===== src/rtl/id_ex_stage_pkg.sv =====
// Shared definitions for the ID/EX stage: ALU opcodes, default widths and
// decode helpers. The ID side uses them for hazard detection and the EX side
// uses them for operand selection.
package id_ex_stage_pkg;

  localparam int DEF_DATA_W = 32;
  localparam int DEF_REG_AW = 5;

  localparam logic [4:0] ALU_NOP  = 5'd0;
  localparam logic [4:0] ALU_ADD  = 5'd1;
  localparam logic [4:0] ALU_SUB  = 5'd2;
  localparam logic [4:0] ALU_AND  = 5'd3;
  localparam logic [4:0] ALU_OR   = 5'd4;
  localparam logic [4:0] ALU_XOR  = 5'd5;
  localparam logic [4:0] ALU_SLL  = 5'd6;
  localparam logic [4:0] ALU_SRL  = 5'd7;
  localparam logic [4:0] ALU_SRA  = 5'd8;
  localparam logic [4:0] ALU_ADDI = 5'd10;
  localparam logic [4:0] ALU_ANDI = 5'd11;
  localparam logic [4:0] ALU_ORI  = 5'd12;
  localparam logic [4:0] ALU_XORI = 5'd13;
  localparam logic [4:0] ALU_LW   = 5'd14;
  localparam logic [4:0] ALU_SW   = 5'd15;
  localparam logic [4:0] ALU_LUI  = 5'd18;

  typedef enum logic [1:0] {
    EXT_NONE,
    EXT_SIGN,
    EXT_ZERO
  } imm_ext_e;

  // rs is read by register ALU ops and by every immediate op except lui
  function automatic logic use_rs(input logic [4:0] op);
    case (op)
      ALU_ADD, ALU_SUB, ALU_AND, ALU_OR, ALU_XOR,
      ALU_ADDI, ALU_ANDI, ALU_ORI, ALU_XORI, ALU_LW, ALU_SW: return 1'b1;
      default: return 1'b0;
    endcase
  endfunction

  // rt is a true source for register ALU ops, shifts, and as store data
  function automatic logic use_rt(input logic [4:0] op);
    case (op)
      ALU_ADD, ALU_SUB, ALU_AND, ALU_OR, ALU_XOR,
      ALU_SLL, ALU_SRL, ALU_SRA, ALU_SW: return 1'b1;
      default: return 1'b0;
    endcase
  endfunction

  function automatic logic is_shift(input logic [4:0] op);
    return (op == ALU_SLL) || (op == ALU_SRL) || (op == ALU_SRA);
  endfunction

  // ops whose second ALU operand is the extended immediate
  function automatic logic is_imm(input logic [4:0] op);
    case (op)
      ALU_ADDI, ALU_ANDI, ALU_ORI, ALU_XORI, ALU_LW, ALU_SW, ALU_LUI: return 1'b1;
      default: return 1'b0;
    endcase
  endfunction

  // lui is zero-extended here; the ALU itself applies the <<16
  function automatic imm_ext_e imm_ext_kind(input logic [4:0] op);
    case (op)
      ALU_ADDI, ALU_LW, ALU_SW:           return EXT_SIGN;
      ALU_ANDI, ALU_ORI, ALU_XORI, ALU_LUI: return EXT_ZERO;
      default:                            return EXT_NONE;
    endcase
  endfunction

endpackage


===== src/rtl/id_ex_stage_if.sv =====
// Bus bundle between the pipeline around the ID/EX stage and the stage itself:
// decoded ID fields, EX/MEM and MEM/WB forwarding sources, and EX outputs.
interface id_ex_stage_if
  import id_ex_stage_pkg::*;
#(
  parameter int DATA_W = DEF_DATA_W,
  parameter int REG_AW = DEF_REG_AW
);

  logic              flush;
  logic [4:0]        id_aluc;
  logic [REG_AW-1:0] id_rs_addr;
  logic [REG_AW-1:0] id_rt_addr;
  logic [REG_AW-1:0] id_rd_addr;
  logic [DATA_W-1:0] id_rs_val;
  logic [DATA_W-1:0] id_rt_val;
  logic [15:0]       id_imm16;
  logic [4:0]        id_shamt;
  logic              id_reg_write;
  logic              id_mem_read;
  logic              id_mem_write;

  logic [REG_AW-1:0] exm_rd;
  logic              exm_reg_write;
  logic [DATA_W-1:0] exm_result;
  logic [REG_AW-1:0] mwb_rd;
  logic              mwb_reg_write;
  logic [DATA_W-1:0] mwb_result;

  logic              load_use_stall;
  logic [DATA_W-1:0] alu_data1;
  logic [DATA_W-1:0] alu_data2;
  logic [4:0]        alu_aluc;
  logic [DATA_W-1:0] ex_store_data;
  logic [REG_AW-1:0] ex_rd;
  logic              ex_reg_write;
  logic              ex_mem_read;
  logic              ex_mem_write;

  modport master (
    output flush, id_aluc, id_rs_addr, id_rt_addr, id_rd_addr, id_rs_val, id_rt_val,
           id_imm16, id_shamt, id_reg_write, id_mem_read, id_mem_write,
           exm_rd, exm_reg_write, exm_result, mwb_rd, mwb_reg_write, mwb_result,
    input  load_use_stall, alu_data1, alu_data2, alu_aluc, ex_store_data, ex_rd,
           ex_reg_write, ex_mem_read, ex_mem_write
  );

  modport slave (
    input  flush, id_aluc, id_rs_addr, id_rt_addr, id_rd_addr, id_rs_val, id_rt_val,
           id_imm16, id_shamt, id_reg_write, id_mem_read, id_mem_write,
           exm_rd, exm_reg_write, exm_result, mwb_rd, mwb_reg_write, mwb_result,
    output load_use_stall, alu_data1, alu_data2, alu_aluc, ex_store_data, ex_rd,
           ex_reg_write, ex_mem_read, ex_mem_write
  );

endinterface


===== src/rtl/id_ex_stage_fwd_unit.sv =====
// Forwarding select for one EX source operand. EX/MEM is the younger result,
// so it beats MEM/WB; register 0 is never forwarded.
module fwd_unit #(
  parameter int DATA_W = 32,
  parameter int REG_AW = 5
) (
  input  logic [REG_AW-1:0] src_addr,
  input  logic [DATA_W-1:0] src_val,
  input  logic [REG_AW-1:0] exm_rd,
  input  logic              exm_reg_write,
  input  logic [DATA_W-1:0] exm_result,
  input  logic [REG_AW-1:0] mwb_rd,
  input  logic              mwb_reg_write,
  input  logic [DATA_W-1:0] mwb_result,
  output logic [DATA_W-1:0] fwd_val
);

  // pick the newest in-flight value for src_addr, falling back to the captured read
  always_comb begin
    fwd_val = src_val;
    if (src_addr != '0) begin
      if (exm_reg_write && (exm_rd == src_addr)) begin
        fwd_val = exm_result;
      end else if (mwb_reg_write && (mwb_rd == src_addr)) begin
        fwd_val = mwb_result;
      end
    end
  end

endmodule


===== src/rtl/id_ex_stage.sv =====
// ID/EX pipeline register plus EX operand builder. Captures decoded fields,
// detects load-use hazards against the instruction in EX, and builds the ALU
// operands with forwarding from EX/MEM and MEM/WB.
module id_ex_stage
  import id_ex_stage_pkg::*;
#(
  parameter int DATA_W = DEF_DATA_W,
  parameter int REG_AW = DEF_REG_AW
) (
  input logic         clk,
  input logic         rst,
  id_ex_stage_if.slave bus
);

  logic [4:0]        ex_aluc;
  logic [REG_AW-1:0] ex_rs_addr;
  logic [REG_AW-1:0] ex_rt_addr;
  logic [REG_AW-1:0] ex_rd_q;
  logic [DATA_W-1:0] ex_rs_val;
  logic [DATA_W-1:0] ex_rt_val;
  logic [DATA_W-1:0] ex_imm;
  logic [4:0]        ex_shamt;
  logic              ex_reg_write_q;
  logic              ex_mem_read_q;
  logic              ex_mem_write_q;

  logic              stall;
  logic [DATA_W-1:0] id_imm_ext;
  logic [DATA_W-1:0] fwd_rs;
  logic [DATA_W-1:0] fwd_rt;

  // a load in EX whose destination is a real source of the ID instruction must wait one cycle
  always_comb begin
    stall = 1'b0;
    if (ex_mem_read_q && (ex_rd_q != '0)) begin
      if (use_rs(bus.id_aluc) && (ex_rd_q == bus.id_rs_addr)) stall = 1'b1;
      if (use_rt(bus.id_aluc) && (ex_rd_q == bus.id_rt_addr)) stall = 1'b1;
    end
  end

  // extend the immediate at capture so EX only has to select it
  always_comb begin
    id_imm_ext = '0;
    case (imm_ext_kind(bus.id_aluc))
      EXT_SIGN: id_imm_ext = {{(DATA_W-16){bus.id_imm16[15]}}, bus.id_imm16};
      EXT_ZERO: id_imm_ext = {{(DATA_W-16){1'b0}}, bus.id_imm16};
      default:  id_imm_ext = '0;
    endcase
  end

  // reset, flush and stall all leave a fully zeroed bubble in EX; otherwise capture ID
  always_ff @(posedge clk) begin
    if (!rst || bus.flush || stall) begin
      ex_aluc        <= ALU_NOP;
      ex_rs_addr     <= '0;
      ex_rt_addr     <= '0;
      ex_rd_q        <= '0;
      ex_rs_val      <= '0;
      ex_rt_val      <= '0;
      ex_imm         <= '0;
      ex_shamt       <= '0;
      ex_reg_write_q <= 1'b0;
      ex_mem_read_q  <= 1'b0;
      ex_mem_write_q <= 1'b0;
    end else begin
      ex_aluc        <= bus.id_aluc;
      ex_rs_addr     <= bus.id_rs_addr;
      ex_rt_addr     <= bus.id_rt_addr;
      ex_rd_q        <= bus.id_rd_addr;
      ex_rs_val      <= bus.id_rs_val;
      ex_rt_val      <= bus.id_rt_val;
      ex_imm         <= id_imm_ext;
      ex_shamt       <= bus.id_shamt;
      ex_reg_write_q <= bus.id_reg_write;
      ex_mem_read_q  <= bus.id_mem_read;
      ex_mem_write_q <= bus.id_mem_write;
    end
  end

  fwd_unit #(.DATA_W(DATA_W), .REG_AW(REG_AW)) u_fwd_rs (
    .src_addr      (ex_rs_addr),
    .src_val       (ex_rs_val),
    .exm_rd        (bus.exm_rd),
    .exm_reg_write (bus.exm_reg_write),
    .exm_result    (bus.exm_result),
    .mwb_rd        (bus.mwb_rd),
    .mwb_reg_write (bus.mwb_reg_write),
    .mwb_result    (bus.mwb_result),
    .fwd_val       (fwd_rs)
  );

  fwd_unit #(.DATA_W(DATA_W), .REG_AW(REG_AW)) u_fwd_rt (
    .src_addr      (ex_rt_addr),
    .src_val       (ex_rt_val),
    .exm_rd        (bus.exm_rd),
    .exm_reg_write (bus.exm_reg_write),
    .exm_result    (bus.exm_result),
    .mwb_rd        (bus.mwb_rd),
    .mwb_reg_write (bus.mwb_reg_write),
    .mwb_result    (bus.mwb_result),
    .fwd_val       (fwd_rt)
  );

  // shifts take shamt as operand 1; immediate ops take the extended immediate as operand 2
  always_comb begin
    bus.alu_data1 = fwd_rs;
    bus.alu_data2 = fwd_rt;
    if (is_shift(ex_aluc)) bus.alu_data1 = {{(DATA_W-5){1'b0}}, ex_shamt};
    if (is_imm(ex_aluc))   bus.alu_data2 = ex_imm;
  end

  assign bus.load_use_stall = stall;
  assign bus.alu_aluc       = ex_aluc;
  assign bus.ex_store_data  = fwd_rt;
  assign bus.ex_rd          = ex_rd_q;
  assign bus.ex_reg_write   = ex_reg_write_q;
  assign bus.ex_mem_read    = ex_mem_read_q;
  assign bus.ex_mem_write   = ex_mem_write_q;

endmodule

===== src/flat_wrapper.sv =====
// flat-port wrapper written by rule: the top's interface ports become plain ports
module id_ex_stage_flat import id_ex_stage_pkg::*;
#(
  parameter int DATA_W = DEF_DATA_W,
  parameter int REG_AW = DEF_REG_AW
)
  (clk, rst, bus_flush, bus_id_aluc, bus_id_rs_addr, bus_id_rt_addr, bus_id_rd_addr, bus_id_rs_val, bus_id_rt_val, bus_id_imm16, bus_id_shamt, bus_id_reg_write, bus_id_mem_read, bus_id_mem_write, bus_exm_rd, bus_exm_reg_write, bus_exm_result, bus_mwb_rd, bus_mwb_reg_write, bus_mwb_result, bus_load_use_stall, bus_alu_data1, bus_alu_data2, bus_alu_aluc, bus_ex_store_data, bus_ex_rd, bus_ex_reg_write, bus_ex_mem_read, bus_ex_mem_write);
  id_ex_stage_if #(.DATA_W(DATA_W), .REG_AW(REG_AW)) bus_i ();
  input logic clk;
  input logic rst;
  input wire logic [$bits(bus_i.flush)-1:0] bus_flush;
  input wire logic [$bits(bus_i.id_aluc)-1:0] bus_id_aluc;
  input wire logic [$bits(bus_i.id_rs_addr)-1:0] bus_id_rs_addr;
  input wire logic [$bits(bus_i.id_rt_addr)-1:0] bus_id_rt_addr;
  input wire logic [$bits(bus_i.id_rd_addr)-1:0] bus_id_rd_addr;
  input wire logic [$bits(bus_i.id_rs_val)-1:0] bus_id_rs_val;
  input wire logic [$bits(bus_i.id_rt_val)-1:0] bus_id_rt_val;
  input wire logic [$bits(bus_i.id_imm16)-1:0] bus_id_imm16;
  input wire logic [$bits(bus_i.id_shamt)-1:0] bus_id_shamt;
  input wire logic [$bits(bus_i.id_reg_write)-1:0] bus_id_reg_write;
  input wire logic [$bits(bus_i.id_mem_read)-1:0] bus_id_mem_read;
  input wire logic [$bits(bus_i.id_mem_write)-1:0] bus_id_mem_write;
  input wire logic [$bits(bus_i.exm_rd)-1:0] bus_exm_rd;
  input wire logic [$bits(bus_i.exm_reg_write)-1:0] bus_exm_reg_write;
  input wire logic [$bits(bus_i.exm_result)-1:0] bus_exm_result;
  input wire logic [$bits(bus_i.mwb_rd)-1:0] bus_mwb_rd;
  input wire logic [$bits(bus_i.mwb_reg_write)-1:0] bus_mwb_reg_write;
  input wire logic [$bits(bus_i.mwb_result)-1:0] bus_mwb_result;
  output wire logic [$bits(bus_i.load_use_stall)-1:0] bus_load_use_stall;
  output wire logic [$bits(bus_i.alu_data1)-1:0] bus_alu_data1;
  output wire logic [$bits(bus_i.alu_data2)-1:0] bus_alu_data2;
  output wire logic [$bits(bus_i.alu_aluc)-1:0] bus_alu_aluc;
  output wire logic [$bits(bus_i.ex_store_data)-1:0] bus_ex_store_data;
  output wire logic [$bits(bus_i.ex_rd)-1:0] bus_ex_rd;
  output wire logic [$bits(bus_i.ex_reg_write)-1:0] bus_ex_reg_write;
  output wire logic [$bits(bus_i.ex_mem_read)-1:0] bus_ex_mem_read;
  output wire logic [$bits(bus_i.ex_mem_write)-1:0] bus_ex_mem_write;
  assign bus_i.flush = bus_flush;
  assign bus_i.id_aluc = bus_id_aluc;
  assign bus_i.id_rs_addr = bus_id_rs_addr;
  assign bus_i.id_rt_addr = bus_id_rt_addr;
  assign bus_i.id_rd_addr = bus_id_rd_addr;
  assign bus_i.id_rs_val = bus_id_rs_val;
  assign bus_i.id_rt_val = bus_id_rt_val;
  assign bus_i.id_imm16 = bus_id_imm16;
  assign bus_i.id_shamt = bus_id_shamt;
  assign bus_i.id_reg_write = bus_id_reg_write;
  assign bus_i.id_mem_read = bus_id_mem_read;
  assign bus_i.id_mem_write = bus_id_mem_write;
  assign bus_i.exm_rd = bus_exm_rd;
  assign bus_i.exm_reg_write = bus_exm_reg_write;
  assign bus_i.exm_result = bus_exm_result;
  assign bus_i.mwb_rd = bus_mwb_rd;
  assign bus_i.mwb_reg_write = bus_mwb_reg_write;
  assign bus_i.mwb_result = bus_mwb_result;
  assign bus_load_use_stall = bus_i.load_use_stall;
  assign bus_alu_data1 = bus_i.alu_data1;
  assign bus_alu_data2 = bus_i.alu_data2;
  assign bus_alu_aluc = bus_i.alu_aluc;
  assign bus_ex_store_data = bus_i.ex_store_data;
  assign bus_ex_rd = bus_i.ex_rd;
  assign bus_ex_reg_write = bus_i.ex_reg_write;
  assign bus_ex_mem_read = bus_i.ex_mem_read;
  assign bus_ex_mem_write = bus_i.ex_mem_write;
  id_ex_stage #(.DATA_W(DATA_W), .REG_AW(REG_AW)) u_core (.clk(clk), .rst(rst), .bus(bus_i));
endmodule

===== config.mk =====
export PLATFORM = sky130hd
export DESIGN_NAME = id_ex_stage_flat
export DESIGN_NICKNAME = d
export VERILOG_FILES = /design/src/rtl/id_ex_stage_pkg.sv /design/src/rtl/id_ex_stage_if.sv /design/src/rtl/id_ex_stage_fwd_unit.sv /design/src/rtl/id_ex_stage.sv /design/src/flat_wrapper.sv
export SDC_FILE = /design/constraint.sdc
export NUM_CORES = 1
export LEC_CHECK = 0
export ABC_AREA = 1
export BUFFER_PORTS_ARGS = -buffer_cell sky130_fd_sc_hd__buf_2
export CELL_PAD_IN_SITES_DETAIL_PLACEMENT = 2
export CELL_PAD_IN_SITES_GLOBAL_PLACEMENT = 2
export CORE_ASPECT_RATIO = 0.75
export CORE_MARGIN = 10
export CORE_UTILIZATION = 20
export DETAILED_ROUTE_END_ITERATION = 8
export PLACE_DENSITY_LB_ADDON = 0.1
export SLEW_MARGIN = 10
export SYNTH_ARGS = -nofsm -noshare
export SYNTH_HDL_FRONTEND = slang
export SYNTH_SLANG_ARGS = --single-unit

===== constraint.sdc =====
create_clock -name clk -period 1.85 [get_ports clk]
set_input_delay 0.37 -clock clk [delete_from_list [all_inputs] [get_ports clk]]
set_output_delay 0.37 -clock clk [all_outputs]
set_load 0.02 [all_outputs]

Yosys cells after proc, flatten, opt, wreduce, memory -nomap -nowiden:

Memory sizes are Yosys's and may differ from the RTL's.
Cells that the tools add are included.

* equality and inequality tests: 25
* multiplexer cells: 18
* reductions and logical operators: 18

Operators with widths (number)
* 32-bit 2-to-1 mux: 8
* 5-bit by 4-bit == test with 1-bit output (second input constant): 13
* 32-bit one-hot mux with 2 select lines: 1
* 5-bit == test: 6
* 5-bit nonzero test: 3
* 5-bit by 3-bit == test with 1-bit output (second input constant): 2
* 5-bit == test (second input constant): 2
* 1-bit 2-to-1 mux: 8
* 1-bit logical AND: 7
* 7-bit OR reduction: 1
* 1-bit logical OR: 4
* 2-bit one-hot mux with 2 select lines: 1
* 4-bit OR reduction: 1
* 3-bit OR reduction: 1
* 2-bit by 1-bit == test with 1-bit output (second input constant): 1
* 2-bit == test (second input constant): 1
* 1-bit logical NOT: 1

* register bits after elaboration: 124
* ROM bits: 32
* input port bits: 187
* output and inout bits: 110
* logic and storage cells: 74
* memories: 2

Memories
* (name not given): depth 16, width 1, rd ports 1, clocked after memory_dff 0, wr ports 0, line id_ex_stage_pkg.sv:34 `case (op)`
* (name not given): depth 16, width 1, rd ports 1, clocked after memory_dff 0, wr ports 0, line id_ex_stage_pkg.sv:43 `case (op)`

Logic depth before layout (Yosys ltp):

* depth after elaboration: 8
* mapped depth: 13
* depth with buffers taken out: 11

By module:

A second synthesis with hierarchy kept.

* cell total of the unflattened synthesis: 1147
* area total of the unflattened synthesis: 6872.8 um^2

Modules (own cells, without submodules)
* id_ex_stage: instances 1, cells an instance 539, area an instance 4122.7 um^2, seq. area each 2182.1 um^2
* fwd_unit: instances 2, cells an instance 304, area an instance 1375.1 um^2, seq. area each 0.0 um^2

Worst setup path before layout:

Ideal clock, no wire load.

* path type: register -> output
* from: reg u_core.ex_aluc[3] (netlist: u_core.bus.alu_aluc[3])
* to: out bus_alu_data2[21]
* data arrival time: 1.552 ns
* data required time: 1.480 ns
* path slack: -0.072 ns
* cell stages (with the launch flop): 9
* buffers on the path: 1
* path through: dfxtp_1 inv_1 nand3_1 nor3_1 a31oi_2 inv_2 nand2_1 buf_2 nand2_1

* longest elaborated chain between the ends: 4
* elaborated cells between the ends (all ways): 10
* those cells by class: eq/ne: 7; mux: 2; reduce/logical: 1

RTL lines
* start: declaration: line id_ex_stage.sv:15 `logic [4:0] ex_aluc;`
* start signal: assignment: line id_ex_stage.sv:66 `ex_aluc <= bus.id_aluc;`
* 5-bit by 4-bit == test with 1-bit output / 5-bit == test (equally long branches): line id_ex_stage_pkg.sv:56 `case (op)`
* 7-bit OR reduction (*): line id_ex_stage_pkg.sv:56
* 1-bit 2-to-1 mux (*): line id_ex_stage_pkg.sv:56
* 32-bit 2-to-1 mux (*): line id_ex_stage.sv:109 `if (is_imm(ex_aluc)) bus.alu_data2 = ex_imm;`
* end: declaration: line flat_wrapper.sv:31 `output wire logic [$bits(bus_i.alu_data2)-1:0] bus_alu_data2;`

Every way passes the cells marked *; elsewhere a longest branch is shown, timed or not.

Worst setup path after layout:

* from: reg u_core.ex_rt_addr[0]
* to: out bus_alu_data2[19]

* longest elaborated chain between the ends: 6
* elaborated cells between the ends (all ways): 9
* those cells by class: eq/ne: 2; mux: 4; reduce/logical: 3

RTL lines
* start: declaration: line id_ex_stage.sv:17 `logic [REG_AW-1:0] ex_rt_addr;`
* start signal: assignment: line id_ex_stage.sv:68 `ex_rt_addr <= bus.id_rt_addr;`
* 5-bit == test: line id_ex_stage_fwd_unit.sv:24 `end else if (mwb_reg_write && (mwb_rd == src_addr)) begin`
* 1-bit logical AND: line id_ex_stage_fwd_unit.sv:24
* 32-bit 2-to-1 mux: line id_ex_stage_fwd_unit.sv:24
* 32-bit 2-to-1 mux: line id_ex_stage_fwd_unit.sv:22 `if (exm_reg_write && (exm_rd == src_addr)) begin`
* 32-bit 2-to-1 mux (*): line id_ex_stage_fwd_unit.sv:21 `if (src_addr != '0) begin`
* 32-bit 2-to-1 mux (*): line id_ex_stage.sv:109

Marked as above.

==> results.cfg <==
[run_status]
outcome = complete, but fails checks
violations = negative setup slack

[global_route]
grt_pass1_wl_um = 58100
grt_max_degree = 33
antenna_found_initial = 8
grt_pass1_vias = 8956
grt_use_total_pct = 19.5
overflow = 0

[detailed_routing]
wire_per_inst_um = 22.1
vias = 8211
drc = 0
ant_nets = 0
vias_per_cell = 4.33
drt-pass1-iter-count = 4
drtIter0Drc = 294
wirelength_um = 41800

[clock_network]
numCtsBuffers = 9
clk_transition_reported_paths_ns = 0.09
cts_tree = built
worstSkewPairLatency_ns = 0.38
cts_root_buf = clkbuf_16
cts_hold_buf = 0
cts.sinks = 109
cts.path.max_buffers = 2
htreeDepth = 3

[floorplanning]
core_area_sq_um = 31400
dieArea_sq_um = 39600
io_pins = 297
die_h_um = 175
rows = 56
die_x_um = 227
initial_utilization_pct = 20.4

[synth]
synthCells = 1084
synth.avg_cell_area_sq_um = 5.91
synth_seq_area_share_pct = 34.1
ys_async_sr_fraction_pct = 0
synthTopCellsByArea = dfxtp_1 34%, nor2_1 16%, nand2_1 15%, inv_1 9.7%, nand3_1 4.6%
synth_edf_count = 0
synth_area_leader_cell = dfxtp_1
syn-num-nets = 1273
synthDistinctLibCells = 37
synth_ff_type = dfxtp_1
synth_seq_cells = 109
ys_warn_count = 0
syn_area_sq_um = 6400
synth_top_area_share_pct = 34.1

[placed_design]
io_buffers = 296
dpl_worst_slack_ns = -0.575
post-dp-hpwl_um = 30200
globalplace.congestion = 0.807

[timing]
setup_tns_ns = -62.20
slew_viol_final = 0
setup_viol = 97
period_needed_ns = 2.59
fin_skew_ns = 0.0131
worst_pin_slew_ns = 0.702
slew_headroom_pct = 53.1
setup_ws_ns = -0.745
fmax_ghz = 0.385
hold_viol = 0
rsz0062_at_grt = yes
fin_crit_sh_pct = 140

[worst_setup_path]
cp-start-kind = flip-flop
arrival_ns = 2.22
crit_fanout = 8
end_kind = output pin
reg2reg_to = u_core.ex_imm[15]
r2r-start = u_core.bus.ex_rd[1]
r2r.worst_path.cells = 9
cp_data_required_time_ns = 1.48
critPathKind = reg2out
reg2reg_slack_ns = 0.10

[final_layout]
fin_nets = 1669
syn_to_final_growth_pct = 103
drive_above_1_share_pct = 58.5
num-fill-cells = 3595

[min_path]
min_from = bus_id_rt_val[26]
worst_hold_path.endpoint = u_core.ex_rt_val[26]
hp-class = in2reg
hold_depth = 3

[job]
drv_cap = 0

[power]
leakage_nw = 6.50
pwr_density_cell_nw_per_um2 = 529
ir_worst_vdd_mv = 0.435
flip-flops by register name, summed over array words and instances, names as in the netlist:
signal                   count
u_core.ex_rs_val            32
u_core.ex_rt_val            32
u_core.ex_imm               17
u_core.bus.alu_aluc          5
u_core.bus.ex_rd             5
u_core.ex_rs_addr            5
u_core.ex_rt_addr            5
u_core.ex_shamt              5
u_core.bus.ex_mem_read       1
u_core.bus.ex_mem_write      1
u_core.bus.ex_reg_write      1
power breakdown:
group / switching, mW / internal [mW] / total (mW)
Combinational: 1.24 / 1.04 / 2.28
Sequential: 0.0599 / 2.42 / 2.48
Clock: 1.05 / 1.08 / 2.13
Total: 2.35 / 4.54 / 6.89
Yosys cell counts, drive strengths merged, types with 3 or more instances:
master  count
nor2      282
nand2     255
inv       173
dfxtp     109
o21ai      79
nand3      60
buf        35
and2       29
clkbuf     16
a21oi      13
nand4       8
xor2        6
nor3        4
clkinv      3
nor4        3
area by class of cell:
class                           count  area [sq um]  share of cell area (%)
Antenna cell                        4          10.0                  0.0769
Sequential cell                   109          2230                    17.1
Clock inverter                      6          81.3                   0.625
Inverter                          176           698                    5.37
Timing Repair Buffer              435          4030                    31.0
Tap cell                          406           508                    3.90
Multi-Input combinational cell    749          5230                    40.2
Clock buffer                       10           229                    1.76
cells by family after synthesis:
group                      after synthesis  synth area share (%)
AOI/OAI and AO/OA                       96                  7.76
xor gates and xnor gates                 7                 0.957
adders and majority gates                2                 0.391
buffers and inverters                  227                  15.3
DFF                                    109                  34.1
and+or+nand+nor                        643                  41.5
layer usage:
layer  vias to the layer above  global-route usage [%]  share of wire [%]  routed length (um)
li1                       4042                       -                  -                   -
met4                         6                    2.93                1.1                 455
met3                        26                    5.72                5.7                2380
met5                         -                       0               0.11                  46
met2                       159                    30.8                 47               19600
met1                      3978                    26.2                 46               19400
metrics by stage:
step	hold slack, ns	total power [mW]	util, %	std cells	area, sq um
2_1_floorplan	0.482	3.27	-	1084	6570
3_3_place_gp	0.583	4.01	28.9	1814	9060
3_5_place_dp	0.593	4.03	28.9	1814	9060
4_1_cts	0.177	6.65	37.4	1871	11700
5_1_grt	0.184	7.24	41.4	1892	13000
6_report	0.190	6.89	41.5	1895	13000
worst max-delay path: stages, from the launching register on:
cell       delay, ns
dfxtp_4         0.37
buf_6           0.13
nor4_4          0.35
buf_6           0.19
inv_4           0.04
nand2_4         0.09
bufbuf_16       0.28
nand2_2         0.06
nand2_2         0.10
nand2_2         0.06
nand2_2         0.06
buf_4           0.13
worst max path at each step:
stage	slack (ns)	from	end	cells past startpoint
final	-0.74	u_core.ex_rt_addr[0]	bus_alu_data2[19]	11
after global routing	-0.83	u_core.ex_rt_addr[2]	bus_alu_data2[19]	14
after CTS	-0.78	u_core.ex_rt_addr[0]	bus_alu_data2[12]	13
after detailed placement	-0.58	bus_exm_rd[2]	bus_alu_data2[12]	13
after global placement	-0.61	bus_exm_rd[2]	bus_alu_data2[12]	13
after floorplan	-0.04	u_core.bus.alu_aluc[1]	bus_alu_data2[21]	7
repair_timing:
item	CTS	global route
setup endpoints to repair	138	205
buffers inserted	28	20
endpoints found under the hold margin	0	0
gates resized for setup	568	255
cloned	15	11
pin swaps	108	125
placed cells by master (no fill, tap or decap), types with 10 or more instances in the layout:
cell,count
inv_1,158
buf_2,199
buf_12,24
nor2_1,168
and2_4,26
nand3_2,12
buf_6,132
dfxtp_1,93
clkbuf_16,18
dfxtp_4,10
o21ai_2,36
o21ai_1,11
nor2_4,61
buf_16,12
nand2_4,57
inv_2,10
nand3_1,44
nand2_1,112
nand2_2,85
o21ai_4,31
nor2_2,53
buf_4,52
(Power assumes the default switching activity.)
